## config.mk

```make
export PLATFORM = sky130hd
export DESIGN_NAME = fifo_gen
export DESIGN_NICKNAME = d
export VERILOG_FILES = /design/src/rtl/fifo_gen.sv
export SDC_FILE = /design/constraint.sdc
export NUM_CORES = 1
export LEC_CHECK = 0
export ABC_CLOCK_PERIOD_IN_PS = 2000
export CAP_MARGIN = 20
export CORE_ASPECT_RATIO = 1.5
export CORE_UTILIZATION = 40
export CTS_BUF_LIST = sky130_fd_sc_hd__clkbuf_4
export DETAILED_ROUTE_END_ITERATION = 12
export HOLD_SLACK_MARGIN = 0.05
export SYNTH_ARGS = -nofsm -noshare
export SYNTH_HDL_FRONTEND = slang
export SYNTH_SLANG_ARGS = --single-unit
```

## constraint.sdc

```tcl
create_clock -name clk -period 2 [get_ports clk]
set_input_delay 0.3 -clock clk [delete_from_list [all_inputs] [get_ports clk]]
set_output_delay 0.3 -clock clk [all_outputs]
set_load 0.02 [all_outputs]
```

## src/rtl/fifo_gen.sv

```systemverilog
// Synchronous FIFO with registered status flags, overflow/underflow pulses and
// a build-time choice between registered-read and first-word-fall-through output.
module fifo_gen #(
    parameter int DATA_W   = 8,
    parameter int ADDR_W   = 4,
    parameter int AF_LEVEL = 12,
    parameter int AE_LEVEL = 4,
    parameter int FWFT     = 0
) (
    input  logic              clk,
    input  logic              reset,
    input  logic              clr,
    input  logic              wr,
    input  logic              rd,
    input  logic [DATA_W-1:0] data_in,
    output logic [DATA_W-1:0] data_out,
    output logic              full,
    output logic              empty,
    output logic              almost_full,
    output logic              almost_empty,
    output logic [ADDR_W:0]   count,
    output logic              overflow,
    output logic              underflow
);
    localparam int DEPTH = 1 << ADDR_W;
    localparam logic [ADDR_W:0]   DEPTH_C = (ADDR_W+1)'(DEPTH);
    localparam logic [ADDR_W:0]   AF_C    = (ADDR_W+1)'(AF_LEVEL);
    localparam logic [ADDR_W:0]   AE_C    = (ADDR_W+1)'(AE_LEVEL);
    localparam logic [ADDR_W:0]   CNT_ONE = (ADDR_W+1)'(1);
    localparam logic [ADDR_W-1:0] PTR_ONE = ADDR_W'(1);

    if (ADDR_W < 2 || AE_LEVEL < 0 || AE_LEVEL >= AF_LEVEL || AF_LEVEL > DEPTH) begin : g_bad_params
        $error("fifo_gen: illegal parameter set (need ADDR_W>=2, 0<=AE_LEVEL<AF_LEVEL<=DEPTH)");
    end

    logic [DATA_W-1:0] mem_q [DEPTH];

    logic [ADDR_W-1:0] wr_ptr_q, wr_ptr_d, rd_ptr_q, rd_ptr_d;
    logic [ADDR_W:0]   count_q, count_d;
    logic              full_q, full_d, empty_q, empty_d;
    logic              almost_full_q, almost_full_d, almost_empty_q, almost_empty_d;
    logic              overflow_q, overflow_d, underflow_q, underflow_d;
    logic [DATA_W-1:0] data_out_q, data_out_d;
    logic              rd_ok, wr_ok, mem_we;

    always_comb begin
        wr_ptr_d    = wr_ptr_q;
        rd_ptr_d    = rd_ptr_q;
        count_d     = count_q;
        overflow_d  = 1'b0;
        underflow_d = 1'b0;
        data_out_d  = data_out_q;
        // A full FIFO still takes a write when the same edge frees a slot.
        rd_ok  = rd && !empty_q;
        wr_ok  = wr && (!full_q || rd_ok);
        mem_we = wr_ok && !clr;

        if (clr) begin
            wr_ptr_d = '0;
            rd_ptr_d = '0;
            count_d  = '0;
        end else begin
            if (wr_ok) wr_ptr_d = wr_ptr_q + PTR_ONE;
            if (rd_ok) rd_ptr_d = rd_ptr_q + PTR_ONE;
            if (wr_ok && !rd_ok) count_d = count_q + CNT_ONE;
            if (rd_ok && !wr_ok) count_d = count_q - CNT_ONE;
            overflow_d  = wr && !wr_ok;
            underflow_d = rd && !rd_ok;
        end

        full_d         = (count_d == DEPTH_C);
        empty_d        = (count_d == '0);
        almost_full_d  = (count_d >= AF_C);
        almost_empty_d = (count_d <= AE_C);

        if (!clr) begin
            if (FWFT != 0) begin
                // The next head may be the word being written this very edge.
                if (count_d != '0) begin
                    if (wr_ok && (wr_ptr_q == rd_ptr_d)) data_out_d = data_in;
                    else                                 data_out_d = mem_q[rd_ptr_d];
                end
            end else if (rd_ok) begin
                data_out_d = mem_q[rd_ptr_q];
            end
        end
    end

    always_ff @(posedge clk or negedge reset) begin
        if (!reset) begin
            wr_ptr_q       <= '0;
            rd_ptr_q       <= '0;
            count_q        <= '0;
            full_q         <= 1'b0;
            empty_q        <= 1'b1;
            almost_full_q  <= 1'b0;
            almost_empty_q <= 1'b1;
            overflow_q     <= 1'b0;
            underflow_q    <= 1'b0;
            data_out_q     <= '0;
        end else begin
            wr_ptr_q       <= wr_ptr_d;
            rd_ptr_q       <= rd_ptr_d;
            count_q        <= count_d;
            full_q         <= full_d;
            empty_q        <= empty_d;
            almost_full_q  <= almost_full_d;
            almost_empty_q <= almost_empty_d;
            overflow_q     <= overflow_d;
            underflow_q    <= underflow_d;
            data_out_q     <= data_out_d;
        end
    end

    // Storage is never reset; only the control state above is.
    always_ff @(posedge clk) begin
        if (mem_we) mem_q[wr_ptr_q] <= data_in;
    end

    assign data_out     = data_out_q;
    assign full         = full_q;
    assign empty        = empty_q;
    assign almost_full  = almost_full_q;
    assign almost_empty = almost_empty_q;
    assign count        = count_q;
    assign overflow     = overflow_q;
    assign underflow    = underflow_q;
endmodule

```

==> results of run 1 <==
[power breakdown]
part | switching [mW] | internal [mW] | total, mW | leakage, nW
clock network | 1.08 | 0.741 | 1.82 | 0.151
logic | 0.859 | 0.917 | 1.78 | 0.963
registers | 0.135 | 3.68 | 3.81 | 1.49
total | 2.07 | 5.34 | 7.41 | 2.60
[layout make-up]
| cell class | count | area, µm² |
|---|---|---|
| fill | 1281 | 7660 |
| sequential | 155 | 4530 |
| multi-input combinational | 176 | 1720 |
| timing repair buffer | 83 | 751 |
| tap | 199 | 249 |
| clock inverter | 15 | 148 |
| clock buffer | 17 | 128 |
| inverter | 6 | 22.5 |
| antenna | 1 | 2.50 |
[layer usage]
metal	global-route usage	part of all wire
met1	0.197	0.38
met2	0.333	0.56
met3	0.0301	0.037
met4	0.0857	0.026
met5	0	0
[cells in the final DEF, fill, tap and decap left out, types with 4 or more instances in the layout]
cell / instances
edfxtp_1: 128
inv_1: 6
mux4_2: 32
mux2i_1: 4
nor2_1: 28
nand2_1: 16
dlygate4sd2_1: 5
buf_4: 47
nand3_1: 4
buf_12: 4
o22ai_1: 8
nor2b_1: 9
clkdlybuf4s50_1: 25
nor3_2: 4
clkbuf_4: 17
clkinv_2: 4
a211oi_1: 6
mux2_2: 9
nand2b_1: 6
ha_1: 7
dfrtp_1: 22
[cell families after synthesis]
group           synth area share
flops                      0.718
buf+inv                   0.0157
mux                        0.137
simple gates              0.0711
xor+xnor                 0.00834
fa+ha+maj                 0.0139
compound gates            0.0363
[Yosys cell counts, drive strengths merged (3+ instances only)]
cell,n
edfxtp,128
mux4,32
nor2,30
dfrtp,25
nand2,16
clkbuf,13
mux2,9
nor2b,9
o22ai,8
a211oi,7
ha,7
nor3,7
buf,6
inv,6
nand2b,6
a21oi,4
mux2i,4
nand3,4
a31oi,3
xnor2,3
xor2,3
[what timing repair did]
| item | CTS | global route |
|---|---|---|
| gates cloned | 0 | 0 |
| endpoints found under the setup margin | 72 | 25 |
| resized for setup | 8 | 8 |
| buffers inserted | 0 | 0 |
| pin swaps | 0 | 1 |
[path summary, 6_finish.rpt]
check | from | to | slack (ns) | depth (start not counted)
hold reg to reg | data_out[6]$_DFFE_PN0P_ | data_out[6]$_DFFE_PN0P_ | 0.57 | 2
setup reg to reg | empty$_DFF_PN1_ | full$_DFF_PN0_ | 0.03 | 5
setup / recovery | empty$_DFF_PN1_ | full$_DFF_PN0_ | 0.03 | 5
hold / removal | reset | data_out[4]$_DFFE_PN0P_ | 0.14 | 2
max in group asynchronous | reset | almost_empty$_DFF_PN1_ | 1.54 | 2
min in group clk | rd | underflow$_DFF_PN0_ | 0.45 | 2
[metrics by stage]
stage / TNS, ns / setup WS [ns]
after global routing: -0.614 / -0.0404
after global placement: -34.89 / -0.355
after floorplan: 0 / 0.00203
final: 0 / 0.0288
after CTS: 0 / 0.0147
after detailed placement: -41.59 / -0.387
[critical path: stages, from the launching register on]
cell	delay, ns
dfstp_2	0.42
or3b_4	0.39
or4_4	0.45
a2111oi_4	0.36
nor4_2	0.10
and2_1	0.17
[registers in the layout, indices dropped and copies added, names as in the netlist]
| name | flops |
|---|---|
| wr_ptr_q | 4 |
| almost_empty | 1 |
| overflow | 1 |
| almost_full | 1 |
| data_out | 8 |
| full | 1 |
| mem_q | 128 |
| underflow | 1 |
| rd_ptr_q | 4 |
| empty | 1 |
| count | 5 |
==> flow_summary_export.csv, run 1 <==
group,metric,value,unit
run,cap_violations,0,
floorplan,die_y,156,µm
min_path,hold_class,"in2async",
clock_tree,clockBufferDepth,2,
worst_setup_path,worst_ep_required_time,2.43,ns
global_routing,grt_overflow_total,0,
global_routing,grt_pass1_vias,3743,
clock_tree,insertion_delay,0.52,ns
worst_setup_path,arrival,2.40,ns
global_routing,antenna_found_initial,1,
yosys,synth_area,6300,µm²
sta,worst_pin_slew,0.665,ns
placed_design,placed_area,7240,µm²
floorplan,rows,55,
sta,period_needed,1.97,ns
placed_design,gp_congestion,0.815,
worst_setup_path,start_kind,"flop",
floorplan,io_pins,32,
floorplan,die_w,104,µm
clock_tree,htree_num_levels,4,
placed_design,place_hpwl,9330,µm
cells_and_area,drive_above_1_share,0.314,
placed_design,dp_cells,619,
yosys,synth_seq_area_share,0.718,
drt,drt_iter0_markers,207,
yosys,yosys.area.top_type,"edfxtp_1",
sta,finalHoldViolations,0,
sta,setup_violations,0,
cells_and_area,nNetsFinal,459,
clock_tree,path_clk_slew,0.13,ns
cells_and_area,final_core_util,0.496,
power,total_power,7.41,mW
yosys,synth_nets,376,
yosys,yosys-top-cells-area,"edfxtp_1 (61%), mux4_2 (11%), dfrtp_1 (9.9%)",
clock_tree,cts_hold_buf,0,
run_status,status,"complete, no violations",
drt,dr_total_vias,3463,
drt,firstDrtPassIters,4,
sta,clock_skew,0.0176,ns
floorplan,core-area,15200,µm²
sta,hold_slack,0.145,ns
global_routing,grt_pass1_wl,21100,µm
clock_tree,cts_tree,"yes",
sta,maxSlewViolCount,0,
floorplan,start_util,0.414,
yosys,synth_ff_type,"edfxtp_1",
drt,drc,0,
drt,wire_per_inst,20.3,µm
yosys,synth.ff_latch_count,155,
clock_tree,cts.sinks,155,
sta,rsz0062_at_grt,"true",
floorplan,die-area,16300,µm²
clock_tree,cts_made_buffers,17,
cells_and_area,area_growth,19.8,%
worst_setup_path,crit_type,"reg2reg",
sta,fin_crit_sh,0.986,
drt,via_per_inst,5.31,
yosys,ys_types,43,
power,max-vdd-ir-drop,0.457,mV
yosys,synth_edf_count,128,
global_routing,track_usage,0.179,
cells_and_area,final_cell_area,7550,µm²
placed_design,port_buffers,31,
clock_tree,cts_root_buffer,"clkbuf_4",
cells_and_area,stdcell_count,652,
power,p_leak,2.60,nW
yosys,synth_area_per_cell,17.7,µm²
drt,ant_nets,0,
sta,relSlewSlack,0.555,
yosys,yosysWarnings,0,
worst_setup_path,worst-path-max-fanout,3,
global_routing,grt_max_degree,28,
yosys,synthCells,356,
worst_setup_path,end_kind,"flop",
power,powerDensity,982,nW/µm²
drt,wirelength,13200,µm
yosys,yosysTopAreaCellShare,0.610,
yosys,synthArstFlopShare,0.174,
sta,fmax,507,MHz
Power figures use the tool's default switching activity.
==> inputs of run 2 (changes only) <==
--- a/config.mk
+++ b/config.mk
@@ -11,6 +11,7 @@
 export CORE_UTILIZATION = 40
 export CTS_BUF_LIST = sky130_fd_sc_hd__clkbuf_4
 export DETAILED_ROUTE_END_ITERATION = 12
+export GPL_TIMING_DRIVEN = 1
 export HOLD_SLACK_MARGIN = 0.05
 export SYNTH_ARGS = -nofsm -noshare
 export SYNTH_HDL_FRONTEND = slang
==> results of run 2 <==
The final DEF is identical to that of run 1; final timing and power are the same.
